`src/rtl/gate_truth_table_driver_if.sv`:
```
// Purpose : bundles the tester-side gate bus (I1/I2/O) with the sweep control
//           and result signals of gate_truth_table_driver.
// Ports   : master = driver side (drives I1/I2 and results, reads start/abort/O);
//           slave  = environment side (gate under test plus sweep controller).
interface gate_truth_table_driver_if;
  logic       start;     // level-sampled sweep request
  logic       abort;     // cancels a sweep in progress
  logic       I1;        // gate input A
  logic       I2;        // gate input B
  logic       O;         // gate output under test
  logic       busy;      // sweep in progress
  logic       done;      // one-cycle completion pulse
  logic       pass;      // observed table equals the expected table
  logic [3:0] observed;  // captured O per vector index
  logic [3:0] mismatch;  // observed ^ expected

  modport master (
    input  start, abort, O,
    output I1, I2, busy, done, pass, observed, mismatch
  );

  modport slave (
    output start, abort, O,
    input  I1, I2, busy, done, pass, observed, mismatch
  );
endinterface

```
`src/rtl/gate_truth_table_driver.sv`:
```
// Purpose : sweeps the four input vectors of a 2-in/1-out gate, captures O per vector
//           and grades the captured truth table against EXPECTED.
// Latency : start edge to done edge = 4*SETTLE_CYCLES+1 cycles; no backpressure,
//           start is level-sampled in IDLE only and abort cancels a running sweep.
// Ports   : clk, rst_n (async, active-low); drv (master modport): start/abort/O in,
//           I1/I2/busy/done/pass/observed/mismatch out, all registered.
module gate_truth_table_driver #(
  parameter int unsigned SETTLE_CYCLES = 2,       // 1..255 cycles per vector
  parameter logic [3:0]  EXPECTED      = 4'b1000  // bit k = expected O for vector k
) (
  input logic                        clk,
  input logic                        rst_n,
  gate_truth_table_driver_if.master  drv
);

  localparam logic [1:0] ST_IDLE   = 2'd0;
  localparam logic [1:0] ST_SETTLE = 2'd1;
  localparam logic [1:0] ST_REPORT = 2'd2;

  // Final count of a vector window; O is sampled on the edge where cnt reaches it.
  localparam logic [7:0] CNT_LAST = 8'(SETTLE_CYCLES - 1);

  logic [1:0] state_q, state_d;
  logic [1:0] idx_q, idx_d;
  logic [7:0] cnt_q, cnt_d;
  logic       i1_q, i1_d;
  logic       i2_q, i2_d;
  logic       busy_q, busy_d;
  logic       done_q, done_d;
  logic       pass_q, pass_d;
  logic [3:0] observed_q, observed_d;
  logic [3:0] mismatch_q, mismatch_d;
  logic [1:0] idx_nxt;

  assign idx_nxt = idx_q + 2'd1;

  always_comb begin
    state_d    = state_q;
    idx_d      = idx_q;
    cnt_d      = cnt_q;
    i1_d       = i1_q;
    i2_d       = i2_q;
    busy_d     = busy_q;
    done_d     = 1'b0;
    pass_d     = pass_q;
    observed_d = observed_q;
    mismatch_d = mismatch_q;

    case (state_q)
      ST_IDLE: begin
        i1_d   = 1'b0;
        i2_d   = 1'b0;
        busy_d = 1'b0;
        // abort outranks start even in IDLE
        if (drv.start && !drv.abort) begin
          state_d    = ST_SETTLE;
          idx_d      = 2'd0;
          cnt_d      = 8'd0;
          busy_d     = 1'b1;
          observed_d = 4'b0000;
          mismatch_d = 4'b0000;
          pass_d     = 1'b0;
        end
      end

      ST_SETTLE: begin
        if (drv.abort) begin
          // Partial captures are dropped so an aborted sweep reports nothing.
          state_d    = ST_IDLE;
          idx_d      = 2'd0;
          cnt_d      = 8'd0;
          i1_d       = 1'b0;
          i2_d       = 1'b0;
          busy_d     = 1'b0;
          observed_d = 4'b0000;
          mismatch_d = 4'b0000;
          pass_d     = 1'b0;
        end else if (cnt_q < CNT_LAST) begin
          cnt_d = cnt_q + 8'd1;
        end else begin
          observed_d[idx_q] = drv.O;
          if (idx_q != 2'd3) begin
            // Next vector goes out on the same edge that samples this one.
            idx_d        = idx_nxt;
            cnt_d        = 8'd0;
            {i1_d, i2_d} = idx_nxt;
          end else begin
            state_d = ST_REPORT;
          end
        end
      end

      ST_REPORT: begin
        // observed_q is complete here; grade it and release the gate inputs.
        state_d    = ST_IDLE;
        idx_d      = 2'd0;
        cnt_d      = 8'd0;
        i1_d       = 1'b0;
        i2_d       = 1'b0;
        busy_d     = 1'b0;
        done_d     = 1'b1;
        mismatch_d = observed_q ^ EXPECTED;
        pass_d     = (observed_q == EXPECTED);
      end

      default: begin
        state_d = ST_IDLE;
        busy_d  = 1'b0;
        i1_d    = 1'b0;
        i2_d    = 1'b0;
      end
    endcase
  end

  always_ff @(posedge clk or negedge rst_n) begin
    if (!rst_n) begin
      state_q    <= ST_IDLE;
      idx_q      <= 2'd0;
      cnt_q      <= 8'd0;
      i1_q       <= 1'b0;
      i2_q       <= 1'b0;
      busy_q     <= 1'b0;
      done_q     <= 1'b0;
      pass_q     <= 1'b0;
      observed_q <= 4'b0000;
      mismatch_q <= 4'b0000;
    end else begin
      state_q    <= state_d;
      idx_q      <= idx_d;
      cnt_q      <= cnt_d;
      i1_q       <= i1_d;
      i2_q       <= i2_d;
      busy_q     <= busy_d;
      done_q     <= done_d;
      pass_q     <= pass_d;
      observed_q <= observed_d;
      mismatch_q <= mismatch_d;
    end
  end

  assign drv.I1       = i1_q;
  assign drv.I2       = i2_q;
  assign drv.busy     = busy_q;
  assign drv.done     = done_q;
  assign drv.pass     = pass_q;
  assign drv.observed = observed_q;
  assign drv.mismatch = mismatch_q;

endmodule

```
`src/flat_wrapper.sv`:
```
// flat-port wrapper written by rule: the top's interface ports become plain ports
module gate_truth_table_driver_flat 
#(
  parameter int unsigned SETTLE_CYCLES = 2,                                  
  parameter logic [3:0]  EXPECTED      = 4'b1000                                    
)
  (clk, rst_n, drv_start, drv_abort, drv_O, drv_I1, drv_I2, drv_busy, drv_done, drv_pass, drv_observed, drv_mismatch);
  gate_truth_table_driver_if drv_i ();
  input logic clk;
  input logic rst_n;
  input wire logic [$bits(drv_i.start)-1:0] drv_start;
  input wire logic [$bits(drv_i.abort)-1:0] drv_abort;
  input wire logic [$bits(drv_i.O)-1:0] drv_O;
  output wire logic [$bits(drv_i.I1)-1:0] drv_I1;
  output wire logic [$bits(drv_i.I2)-1:0] drv_I2;
  output wire logic [$bits(drv_i.busy)-1:0] drv_busy;
  output wire logic [$bits(drv_i.done)-1:0] drv_done;
  output wire logic [$bits(drv_i.pass)-1:0] drv_pass;
  output wire logic [$bits(drv_i.observed)-1:0] drv_observed;
  output wire logic [$bits(drv_i.mismatch)-1:0] drv_mismatch;
  assign drv_i.start = drv_start;
  assign drv_i.abort = drv_abort;
  assign drv_i.O = drv_O;
  assign drv_I1 = drv_i.I1;
  assign drv_I2 = drv_i.I2;
  assign drv_busy = drv_i.busy;
  assign drv_done = drv_i.done;
  assign drv_pass = drv_i.pass;
  assign drv_observed = drv_i.observed;
  assign drv_mismatch = drv_i.mismatch;
  gate_truth_table_driver #(.SETTLE_CYCLES(SETTLE_CYCLES), .EXPECTED(EXPECTED)) u_core (.clk(clk), .rst_n(rst_n), .drv(drv_i));
endmodule
```
`config.mk`:
```
export PLATFORM = sky130hd
export DESIGN_NAME = gate_truth_table_driver_flat
export DESIGN_NICKNAME = d
export VERILOG_FILES = /design/src/rtl/gate_truth_table_driver_if.sv /design/src/rtl/gate_truth_table_driver.sv /design/src/flat_wrapper.sv
export SDC_FILE = /design/constraint.sdc
export NUM_CORES = 1
export LEC_CHECK = 0
export ABC_CLOCK_PERIOD_IN_PS = 1750
export BUFFER_PORTS_ARGS = -buffer_cell sky130_fd_sc_hd__buf_4
export CAP_MARGIN = 15
export CORE_MARGIN = 1.5
export CORE_UTILIZATION = 35
export DETAILED_ROUTE_END_ITERATION = 6
export SKIP_LAST_GASP = 1
export SYNTH_ARGS = -nofsm -noshare
export SYNTH_HDL_FRONTEND = slang
export SYNTH_SLANG_ARGS = --single-unit
```
`constraint.sdc`:
```
create_clock -name clk -period 1.75 [get_ports clk]
set_input_delay 0.175 -clock clk [delete_from_list [all_inputs] [get_ports clk]]
set_output_delay 0.175 -clock clk [all_outputs]
set_load 0.01 [all_outputs]
```
==> results of run 1 <==
[Yosys cell counts, drive strengths merged, types with 2 or more instances]
cell	n	share of area, %
a211o	3	2.2
a21oi	5	2.4
a22o	7	5.2
and2	5	2.7
buf	2	1.6
dfrtp	25	53
ha	6	6.3
inv	5	1.6
nand2	7	2.2
nand2b	2	1.1
nand3	3	1.3
nor2	4	1.3
nor2b	4	2.1
nor3	4	2.1
nor3b	7	4.8
o21ai	5	2.1
[cells by family (layout without fill, tap and decap cells)]
group	count (synthesis)	in the layout	share of synthesized area, %
AO/OA/AOI/OAI	25	25	15.1
multiplexers	2	2	1.79
AND/OR/NAND/NOR	39	39	20.7
adder cells (fa/ha/maj)	6	6	6.31
buffers and inverters	8	28	3.47
flip-flops	25	25	52.6
[cell usage in the layout (no fill, tap or decap), types with 2 or more instances in the layout]
cell | netlist | routed
a21oi_1 | 4 | 4
and2_1 | 4 | 3
dfrtp_1 | 25 | 25
nand2b_1 | 2 | 2
nand2_1 | 7 | 7
clkbuf_4 | 0 | 3
nor2b_1 | 4 | 4
nor2_1 | 4 | 4
nand3_1 | 3 | 3
ha_1 | 6 | 6
nor3b_1 | 6 | 6
buf_4 | 1 | 18
nor3_1 | 3 | 3
a22o_1 | 7 | 7
inv_1 | 5 | 5
o21ai_0 | 5 | 5
a211o_1 | 3 | 3
[worst max-delay path by stage]
stage | start | end | slack (ns) | cells after the start
5_1_grt | u_core.cnt_q[0] | u_core.cnt_q[0] | 0.02 | 6
3_5_place_dp | u_core.cnt_q[0] | u_core.drv.observed[0] | 0.01 | 6
6_report | u_core.cnt_q[0] | u_core.idx_q[0] | 0.15 | 6
2_1_floorplan | u_core.cnt_q[0] | u_core.idx_q[0] | 0.25 | 7
4_1_cts | u_core.cnt_q[0] | u_core.drv.observed[0] | 0.005 | 6
3_3_place_gp | u_core.cnt_q[0] | u_core.drv.observed[1] | 0.10 | 6
[worst max-delay path, stage by stage, from the launching register on]
cell and delay (ns):
dfrtp_1 0.40, inv_1 0.09, ha_1 0.15, nor4b_4 0.26, and2_4 0.27, nor3_2 0.06, mux2_2 0.27
[final cells by class]
cell class / count / area (um^2) / area share, %
clock inverter: 1 / 5.00 / 0.358
timing repair buffer: 19 / 145 / 10.4
tap: 44 / 55.1 / 3.94
multi-input combinational: 72 / 526 / 37.6
sequential: 25 / 626 / 44.8
inverter: 5 / 18.8 / 1.34
clock buffer: 3 / 22.5 / 1.61
[what timing repair did]
item	in CTS	in global routing
endpoints found under the hold margin	25	0
setup endpoints to repair	0	10
resized for setup	0	2
hold buffers	1	0
[power breakdown]
group,leakage [nW],switching [mW],internal (mW)
clock,0.0177,0.170,0.0856
combinational,0.337,0.102,0.0737
sequential,0.345,0.0180,0.595
total,0.700,0.289,0.754
[sequential cells by signal, indices dropped and copies added, names as in the netlist, 2 cells and up]
register and count:
u_core.state_q 2, u_core.cnt_q 8, u_core.drv.mismatch 4, u_core.drv.observed 4, u_core.idx_q 2
[per-stage QoR]
stage / util, % / area (um^2) / std cells / setup WS [ns]
6_report: 44.3 / 1400 / 169 / 0.147
5_1_grt: 44.3 / 1400 / 169 / 0.0232
4_1_cts: 44.2 / 1400 / 169 / 0.00487
3_5_place_dp: 43.1 / 1360 / 164 / 0.0143
3_3_place_gp: 43.1 / 1360 / 164 / 0.103
2_1_floorplan: - / 1190 / 105 / 0.246
[per-layer routing]
layer | track usage (%) | part of all wire (%) | vias up
li1 | - | - | 412
met1 | 18.9 | 47 | 431
met2 | 23.7 | 47 | 26
met3 | 4.41 | 4.7 | 4
met4 | 2.80 | 1.4 | 0
met5 | 0 | 0 | -
==> flow_metrics.env, run 1 <==
export IMPL_status="finished clean"
export IMPL_clkTransAtPathRegs_ns=0.14
export IMPL_htreeDepth=1
export IMPL_dieHeight_um=61.3
export IMPL_tightest_slew_ns=0.401
export IMPL_whs_ns=0.0350
export IMPL_synthArstFlopShare_pct=100
export IMPL_powerDensity_nw_per_um2=747
export IMPL_fin_skew_ns=0.0135
export IMPL_grt_pass1_vias=856
export IMPL_cts_made_buffers=3
export IMPL_postRouteAntennaNets=0
export IMPL_gp_congestion=0.740
export IMPL_dieArea_um2=3760
export IMPL_start_util_pct=37.7
export IMPL_reg2reg_to="u_core.idx_q[0]"
export IMPL_min_to="u_core.drv.busy"
export IMPL_cts_tree="built"
export IMPL_netlist_area_um2=1190
export IMPL_antenna_cells=0
export IMPL_insertion_delay_ns=0.32
export IMPL_yosysWarnings=0
export IMPL_syn_to_final_growth_pct=17.5
export IMPL_vias=873
export IMPL_drive_above_1_share_pct=23.2
export IMPL_critPathMaxFanout=9
export IMPL_antenna_found_initial=0
export IMPL_fin_crit_sh_pct=91.6
export IMPL_drcViolationCount=0
export IMPL_grt_total_usage_pct=14.4
export IMPL_synth_edf_count=0
export IMPL_num_rows=20
export IMPL_overflow=0
export IMPL_rsz0062_at_grt="false"
export IMPL_period_needed_ns=1.60
export IMPL_cp_end_kind="flip-flop"
export IMPL_yosysSeqAreaShare_pct=52.6
export IMPL_crit_required_ns=1.96
export IMPL_core_area_um2=3150
export IMPL_synth_flop_cell="dfrtp_1"
export IMPL_fillers=314
export IMPL_syn_avg_cell_area_um2=11.3
export IMPL_ioPinCount=18
export IMPL_io_buffers=17
export IMPL_routedWlPerCell_um=13.8
export IMPL_vdd_drop_max_v=0.000599
export IMPL_cts_root_buf="clkbuf_4"
export IMPL_r2r_start="u_core.cnt_q[0]"
export IMPL_grt_pass1_wl_mm=3.99
export IMPL_synth_cell_type_count=32
export IMPL_cts_max_path_buffers=2
export IMPL_synth_seq_cells=25
export IMPL_setup_viol=0
export IMPL_die_width_um=61.3
export IMPL_dr_pass1_iters=4
export IMPL_start_kind="flip-flop"
export IMPL_hp_start="drv_abort"
export IMPL_path_class="flip-flop to flip-flop"
export IMPL_drt_iter0_drc=38
export IMPL_maxCapViolations=0
export IMPL_power_mw=1.04
export IMPL_syn_inst=105
export IMPL_post_cts_setup_buffer_count=0
export IMPL_hold_depth=2
export IMPL_via_per_inst=5.17
export IMPL_syn_nets=116
export IMPL_clock_sinks=25
export IMPL_slew_headroom_pct=73.2
export IMPL_power_leakage_nw=0.700
export IMPL_reg2regPathDepth=6
export IMPL_hold_path_class="input pin to flip-flop"
export IMPL_crit_arrival_ns=1.81
export IMPL_fmax_mhz=624
export IMPL_finalMaxSlewViolations=0
export IMPL_grt_max_degree=26
export IMPL_nets=137
export IMPL_dpl_hpwl_mm=1.71
export IMPL_setup_tns_final_ns=0
export IMPL_hold_viol_final=0
export IMPL_reg2reg_slack_ns=0.15
export IMPL_wl_mm=2.32
Power figures use the tool's default switching activity.
==> run 2: changes to the inputs <==
--- a/config.mk
+++ b/config.mk
@@ -11,6 +11,7 @@
 export CORE_MARGIN = 1.5
 export CORE_UTILIZATION = 35
 export DETAILED_ROUTE_END_ITERATION = 6
+export PLACE_DENSITY = 0.58
 export SKIP_LAST_GASP = 1
 export SYNTH_ARGS = -nofsm -noshare
 export SYNTH_HDL_FRONTEND = slang
==> run 2 against run 1 <==
Against the previous run: die area unchanged; sequential share of layout area decreased by 0.080 points; first-iteration DRC count decreased by 2.6%; clock power increased by 4%; combinational power about the same; non-clock buffer count unchanged; utilization increased by 0.079 points; wire length increased by 2.8%; hold slack got worse by 0.0072 ns; clock skew decreased by 0.010 ns; highest routed layer unchanged.
==> flow_metrics.env, run 2 (synthesized netlist as in run 1, its figures left out) <==
export IMPL_status="finished clean"
export IMPL_grt_total_usage_pct=14.2
export IMPL_drt_iter0_drc=37
export IMPL_layout_common_cells="25 x dfrtp_1, 18 x buf_4, 7 x nand2_1, 7 x a22o_1"
export IMPL_cts_max_path_buffers=2
export IMPL_gp_congestion=0.724
export IMPL_slew_headroom_pct=73.6
export IMPL_reg2regPathDepth=6
export IMPL_power_frac_seq_pct=58.1
export IMPL_combPwrFrac_pct=16.8
export IMPL_clock_sinks=25
export IMPL_crit_cells=6
export IMPL_hold_path_class="input pin to flip-flop"
export IMPL_fin_skew_ns=0.00304
export IMPL_routedWlPerCell_um=14.1
export IMPL_path_class="flip-flop to flip-flop"
export IMPL_overflow=0
export IMPL_antenna_found_initial=0
export IMPL_drive_above_1_share_pct=23.2
export IMPL_reg2reg_slack_ns=0.12
export IMPL_final_common_cell="dfrtp_1"
export IMPL_p_switching_uw=295
export IMPL_maxCapViolations=0
export IMPL_dieArea_um2=3760
export IMPL_drcViolationCount=0
export IMPL_cp_end_kind="flip-flop"
export IMPL_ioPinCount=18
export IMPL_cts_root_buf="clkbuf_4"
export IMPL_crit_arrival_ns=1.85
export IMPL_largest_reg_flops=8
export IMPL_grt_max_degree=26
export IMPL_hold_depth=2
export IMPL_rsz0062_at_grt="false"
export IMPL_cts_tree="built"
export IMPL_die_width_um=61.3
export IMPL_dp_cells=164
export IMPL_reg2reg_to="u_core.drv.observed[0]"
export IMPL_period_needed_ns=1.63
export IMPL_nets=137
export IMPL_hold_viol_final=0
export IMPL_syn_to_final_growth_pct=17.7
export IMPL_wl_mm=2.39
export IMPL_slowest_stage="dfrtp_1"
export IMPL_clkTransAtPathRegs_ns=0.14
export IMPL_core_area_um2=3150
export IMPL_post_cts_setup_buffer_count=0
export IMPL_r2r_start="u_core.cnt_q[0]"
export IMPL_cts_made_buffers=3
export IMPL_utilization_pct=44.4
export IMPL_fin_crit_sh_pct=93.3
export IMPL_clock_power_share_pct=25.0
export IMPL_path_buf_inv=1
export IMPL_antenna_cells=0
export IMPL_power_leakage_nw=0.698
export IMPL_dpl_hpwl_mm=1.74
export IMPL_grt_pass1_vias=811
export IMPL_p_sw_share_pct=28.0
export IMPL_start_kind="flip-flop"
export IMPL_insertion_delay_ns=0.32
export IMPL_vias=868
export IMPL_crit_family="simple AND/OR/NAND/NOR gates"
export IMPL_p_int_uw=759
export IMPL_fmax_mhz=613
export IMPL_layout_cells_non_filler=169
export IMPL_io_buffers=17
export IMPL_multi_input_area_um2=529
export IMPL_dr_pass1_iters=4
export IMPL_grt_pass1_wl_mm=3.88
export IMPL_postRouteAntennaNets=0
export IMPL_whs_ns=0.0278
export IMPL_critPathMaxStageDelay_ns=0.42
export IMPL_htreeDepth=1
export IMPL_setup_viol=0
export IMPL_finalMaxSlewViolations=0
export IMPL_fillers=326
export IMPL_start_util_pct=37.7
export IMPL_crit_start="u_core.cnt_q[0]"
export IMPL_critPathMaxFanout=9
export IMPL_vdd_drop_max_v=0.000282
export IMPL_via_per_inst=5.14
export IMPL_num_rows=20
export IMPL_largest_register="u_core.cnt_q"
export IMPL_tightest_slew_ns=0.396
export IMPL_seq_area_um2=626
export IMPL_dieHeight_um=61.3
export IMPL_powerDensity_nw_per_um2=753
export IMPL_crit_path_end="u_core.drv.observed[0]"
export IMPL_crit_required_ns=1.97
export IMPL_crit_chain="inv_1 > ha_1 > nor4b_4 > and2_4 > nor3b_1 > a211o_1"
-- run 2: power by group through the flow --
stage	clock, mW	combinational (mW)	sequential (mW)
after floorplan	0	0.127	0.620
after global placement	0	0.165	0.622
after detailed placement	0	0.170	0.623
after CTS	0.271	0.174	0.613
after global routing	0.292	0.198	0.617
final	0.264	0.178	0.613
-- run 2: metrics by stage --
| step | power [mW] | setup slack (ns) | setup TNS [ns] | instance area, um^2 |
|---|---|---|---|---|
| after floorplan | 0.746 | 0.246 | 0 | 1190 |
| after global placement | 0.787 | 0.0957 | 0 | 1360 |
| after detailed placement | 0.794 | -0.00000644 | -0.00000644 | 1360 |
| after CTS | 1.06 | 0.0526 | 0 | 1400 |
| after global routing | 1.11 | 0.0285 | 0 | 1400 |
| final | 1.05 | 0.118 | 0 | 1400 |
-- run 2: timing repair --
item / in CTS / in global routing
endpoints found under the setup margin: 6 / 4
hold buffers: 1 / 0
gates resized for setup: 1 / 2
endpoints found under the hold margin: 25 / 0
-- run 2: cell type report --
| class | instances | share of cell area, % |
|---|---|---|
| clock buffer | 4 | 1.88 |
| multi-input combinational | 72 | 37.8 |
| timing repair buffer | 19 | 10.4 |
| sequential | 25 | 44.7 |
| tap | 44 | 3.93 |
| inverter | 5 | 1.34 |
-- run 2: worst min path at each step --
stage,start,end
after floorplan,rst_n,u_core.cnt_q[0]
after global placement,rst_n,u_core.state_q[0]
after detailed placement,rst_n,u_core.cnt_q[5]
after CTS,drv_abort,u_core.drv.busy
after global routing,drv_abort,u_core.drv.busy
final,drv_abort,u_core.drv.busy
-- run 2: per-layer routing --
layer  vias up  track usage (%)  share of wire, %
met1       433             20.9                51
met5         -                0                 0
li1        414                -                 -
met3         4             3.15               4.2
met2        17             20.2                44
met4         0             5.59               1.1
==> run 3: changes to the inputs <==
--- a/config.mk
+++ b/config.mk
@@ -5,6 +5,7 @@
 export SDC_FILE = /design/constraint.sdc
 export NUM_CORES = 1
 export LEC_CHECK = 0
+export ABC_AREA = 1
 export ABC_CLOCK_PERIOD_IN_PS = 1750
 export BUFFER_PORTS_ARGS = -buffer_cell sky130_fd_sc_hd__buf_4
 export CAP_MARGIN = 15
==> run 3 against run 2 <==
Against the previous run: wire length shrank 1.8%; clock skew up 0.0011 ns; cell area increased by 8.3%; clock power grew 26%; die area up 7.7%; first-iteration DRC count shrank 32%; register-to-register slack better by 0.098 ns; combinational power increased to 3.6 times the previous value; final cell count increased by 33%; largest cell class unchanged; highest routed layer unchanged.
==> flow_metrics.env, run 3 <==
export IMPL_status="finished clean"
export IMPL_grt_total_usage_pct=13.4
export IMPL_insertion_delay_ns=0.26
export IMPL_start_util_pct=37.4
export IMPL_synth_most_common_cell="nand2_1"
export IMPL_path_class="flip-flop to flip-flop"
export IMPL_largest_reg_flops=8
export IMPL_netlist_area_um2=1290
export IMPL_drcViolationCount=0
export IMPL_postRouteAntennaNets=0
export IMPL_crit_chain="inv_1 > ha_1 > inv_1 > nor2_1 > nand2_1 > nand2_1 > nand2_2 > inv_2 > nor2_2"
export IMPL_dieHeight_um=63.6
export IMPL_largest_register="u_core.cnt_q"
export IMPL_setup_viol=0
export IMPL_p_switching_uw=659
export IMPL_synthArstFlopShare_pct=100
export IMPL_ioPinCount=18
export IMPL_overflow=0
export IMPL_crit_arrival_ns=1.69
export IMPL_grt_pass1_wl_mm=4.22
export IMPL_critPathMaxStageDelay_ns=0.40
export IMPL_via_per_inst=4.50
export IMPL_hold_viol_final=0
export IMPL_dieArea_um2=4050
export IMPL_io_buffers=17
export IMPL_cts_tree="built"
export IMPL_power_leakage_nw=0.847
export IMPL_synth_flop_cell="dfrtp_1"
export IMPL_fillers=336
export IMPL_p_int_mw=1.03
export IMPL_synth_top_area_share_pct=48.6
export IMPL_fin_crit_sh_pct=87.6
export IMPL_crit_family="simple AND/OR/NAND/NOR gates"
export IMPL_slew_headroom_pct=76.6
export IMPL_num_rows=21
export IMPL_nets=190
export IMPL_slowest_stage="dfrtp_1"
export IMPL_grt_max_degree=26
export IMPL_core_area_um2=3440
export IMPL_fin_skew_ns=0.00412
export IMPL_clock_sinks=25
export IMPL_cts_max_path_buffers=2
export IMPL_hold_path_class="input pin to flip-flop"
export IMPL_dpl_hpwl_mm=1.85
export IMPL_routedWlPerCell_um=10.5
export IMPL_path_buf_inv=3
export IMPL_multi_input_area_um2=552
export IMPL_powerDensity_nw_per_um2=1110
export IMPL_rsz0062_at_grt="false"
export IMPL_antenna_cells=0
export IMPL_syn_inst=157
export IMPL_syn_avg_cell_area_um2=8.19
export IMPL_fmax_mhz=652
export IMPL_drt_iter0_drc=25
export IMPL_combPwrFrac_pct=37.6
export IMPL_grt_pass1_vias=979
export IMPL_dr_pass1_iters=4
export IMPL_gp_congestion=0.771
export IMPL_synth_edf_count=0
export IMPL_die_width_um=63.6
export IMPL_crit_required_ns=1.91
export IMPL_wl_mm=2.35
export IMPL_cp_end_kind="flip-flop"
export IMPL_synth_common_cells="52 x nand2_1, 25 x dfrtp_1, 21 x inv_1"
export IMPL_yosysSeqAreaShare_pct=48.6
export IMPL_utilization_pct=44.1
export IMPL_syn_to_final_growth_pct=17.9
export IMPL_synth_cell_type_count=17
export IMPL_period_needed_ns=1.53
export IMPL_tightest_slew_ns=0.351
export IMPL_cts_made_buffers=3
export IMPL_setup_tns_final_ns=0
export IMPL_start_kind="flip-flop"
export IMPL_seq_area_um2=626
export IMPL_final_common_cell="nand2_1"
export IMPL_synth_area_top_cells="dfrtp_1 49%, nand2_1 15%, inv_1 6.1%, ha_1 5.8%, nand3_1 5.1%"
export IMPL_syn_nets=168
export IMPL_maxCapViolations=0
export IMPL_power_frac_seq_pct=42.7
export IMPL_critPathMaxFanout=5
export IMPL_yosysTopAreaCell="dfrtp_1"
export IMPL_vias=1007
export IMPL_antenna_found_initial=0
export IMPL_drive_above_1_share_pct=21.3
export IMPL_p_sw_share_pct=39.0
export IMPL_cts_root_buf="clkbuf_8"
export IMPL_htreeDepth=1
export IMPL_vdd_drop_max_v=0.000533
export IMPL_layout_common_cells="52 x nand2_1, 25 x dfrtp_1, 21 x inv_1"
export IMPL_finalMaxSlewViolations=0
export IMPL_yosysWarnings=0
export IMPL_clkTransAtPathRegs_ns=0.08
export IMPL_synth_seq_cells=25
export IMPL_cts_resized=0
export IMPL_clock_power_share_pct=19.6
run 3: cell count changes after synthesis, moves of 5 or more:
cell / before / now
nand2_1: 7 / 52
nand4_1: 0 / 7
a22o_1: 7 / 0
nor2_1: 4 / 11
inv_2: 0 / 5
o21ai_0: 5 / 0
nor2_2: 0 / 6
inv_1: 5 / 21
nand3_1: 3 / 13
nor3b_1: 6 / 0
run 3: area by class of cell:
class / instances / area share (%)
flip-flops and latches: 25 / 41.3
repair buffers: 18 / 9.08
inverters: 26 / 6.44
clock inverters: 1 / 0.330
multi-input cells: 105 / 36.4
well taps: 46 / 3.80
clock buffers: 3 / 2.72
run 3: cells by family after synthesis:
group                      synth area share [%]
and+or+nand+nor                            34.5
AOI/OAI and AO/OA                          1.85
xor gates and xnor gates                  0.681
adders and majority gates                  5.84
DFF                                        48.6
buffers and inverters                      8.46
run 3: routing by layer:
metal,GRT usage (%),share of wire (%),vias up
met5,0,0,-
met4,5.71,1.2,0
met3,2.68,2.6,2
met2,21.1,47,10
met1,17.9,49,472
li1,-,-,523
run 3: per-stage QoR:
step / hold WS [ns] / std cells / area (um^2) / power (mW) / worst slack, ns
floorplan: -0.121 / 157 / 1290 / 1.22 / 0.386
global placement: 0.0935 / 219 / 1460 / 1.35 / 0.307
detailed placement: 0.0996 / 219 / 1460 / 1.38 / 0.221
CTS: 0.202 / 224 / 1520 / 1.72 / 0.209
global route: 0.228 / 224 / 1520 / 1.84 / 0.0699
finish: 0.208 / 224 / 1520 / 1.69 / 0.216
run 3: worst paths after layout:
path / start / end / slack (ns) / depth (start not counted)
max in group asynchronous: rst_n / u_core.drv.I1 / 1.17 / 2
max reg2reg: u_core.cnt_q[0] / u_core.cnt_q[3] / 0.22 / 9
min in group asynchronous: rst_n / u_core.cnt_q[7] / 0.34 / 2
max: u_core.cnt_q[0] / u_core.cnt_q[3] / 0.22 / 9
min reg2reg: u_core.drv.mismatch[1] / u_core.drv.mismatch[1] / 0.48 / 2
min: drv_start / u_core.drv.busy / 0.21 / 3
run 3: power by group through the flow:
stage,logic [mW],registers [mW],clock network (mW)
2_1_floorplan,0.491,0.729,0
3_3_place_gp,0.625,0.727,0
3_5_place_dp,0.644,0.734,0
4_1_cts,0.647,0.722,0.350
5_1_grt,0.734,0.730,0.377
6_report,0.635,0.722,0.332
run 3: repair_timing:
action,4_1_cts,5_1_grt
buffers inserted,0,0
hold buffers,1,0
endpoints found under the hold margin,25,0
run 3: worst register-to-register path: cells and delay by family (launching register included):
kind	cells	cell delay [ns]
and+or+nand+nor	5	0.59
DFF	1	0.40
buffers and inverters	3	0.26
adders and majority gates	1	0.18
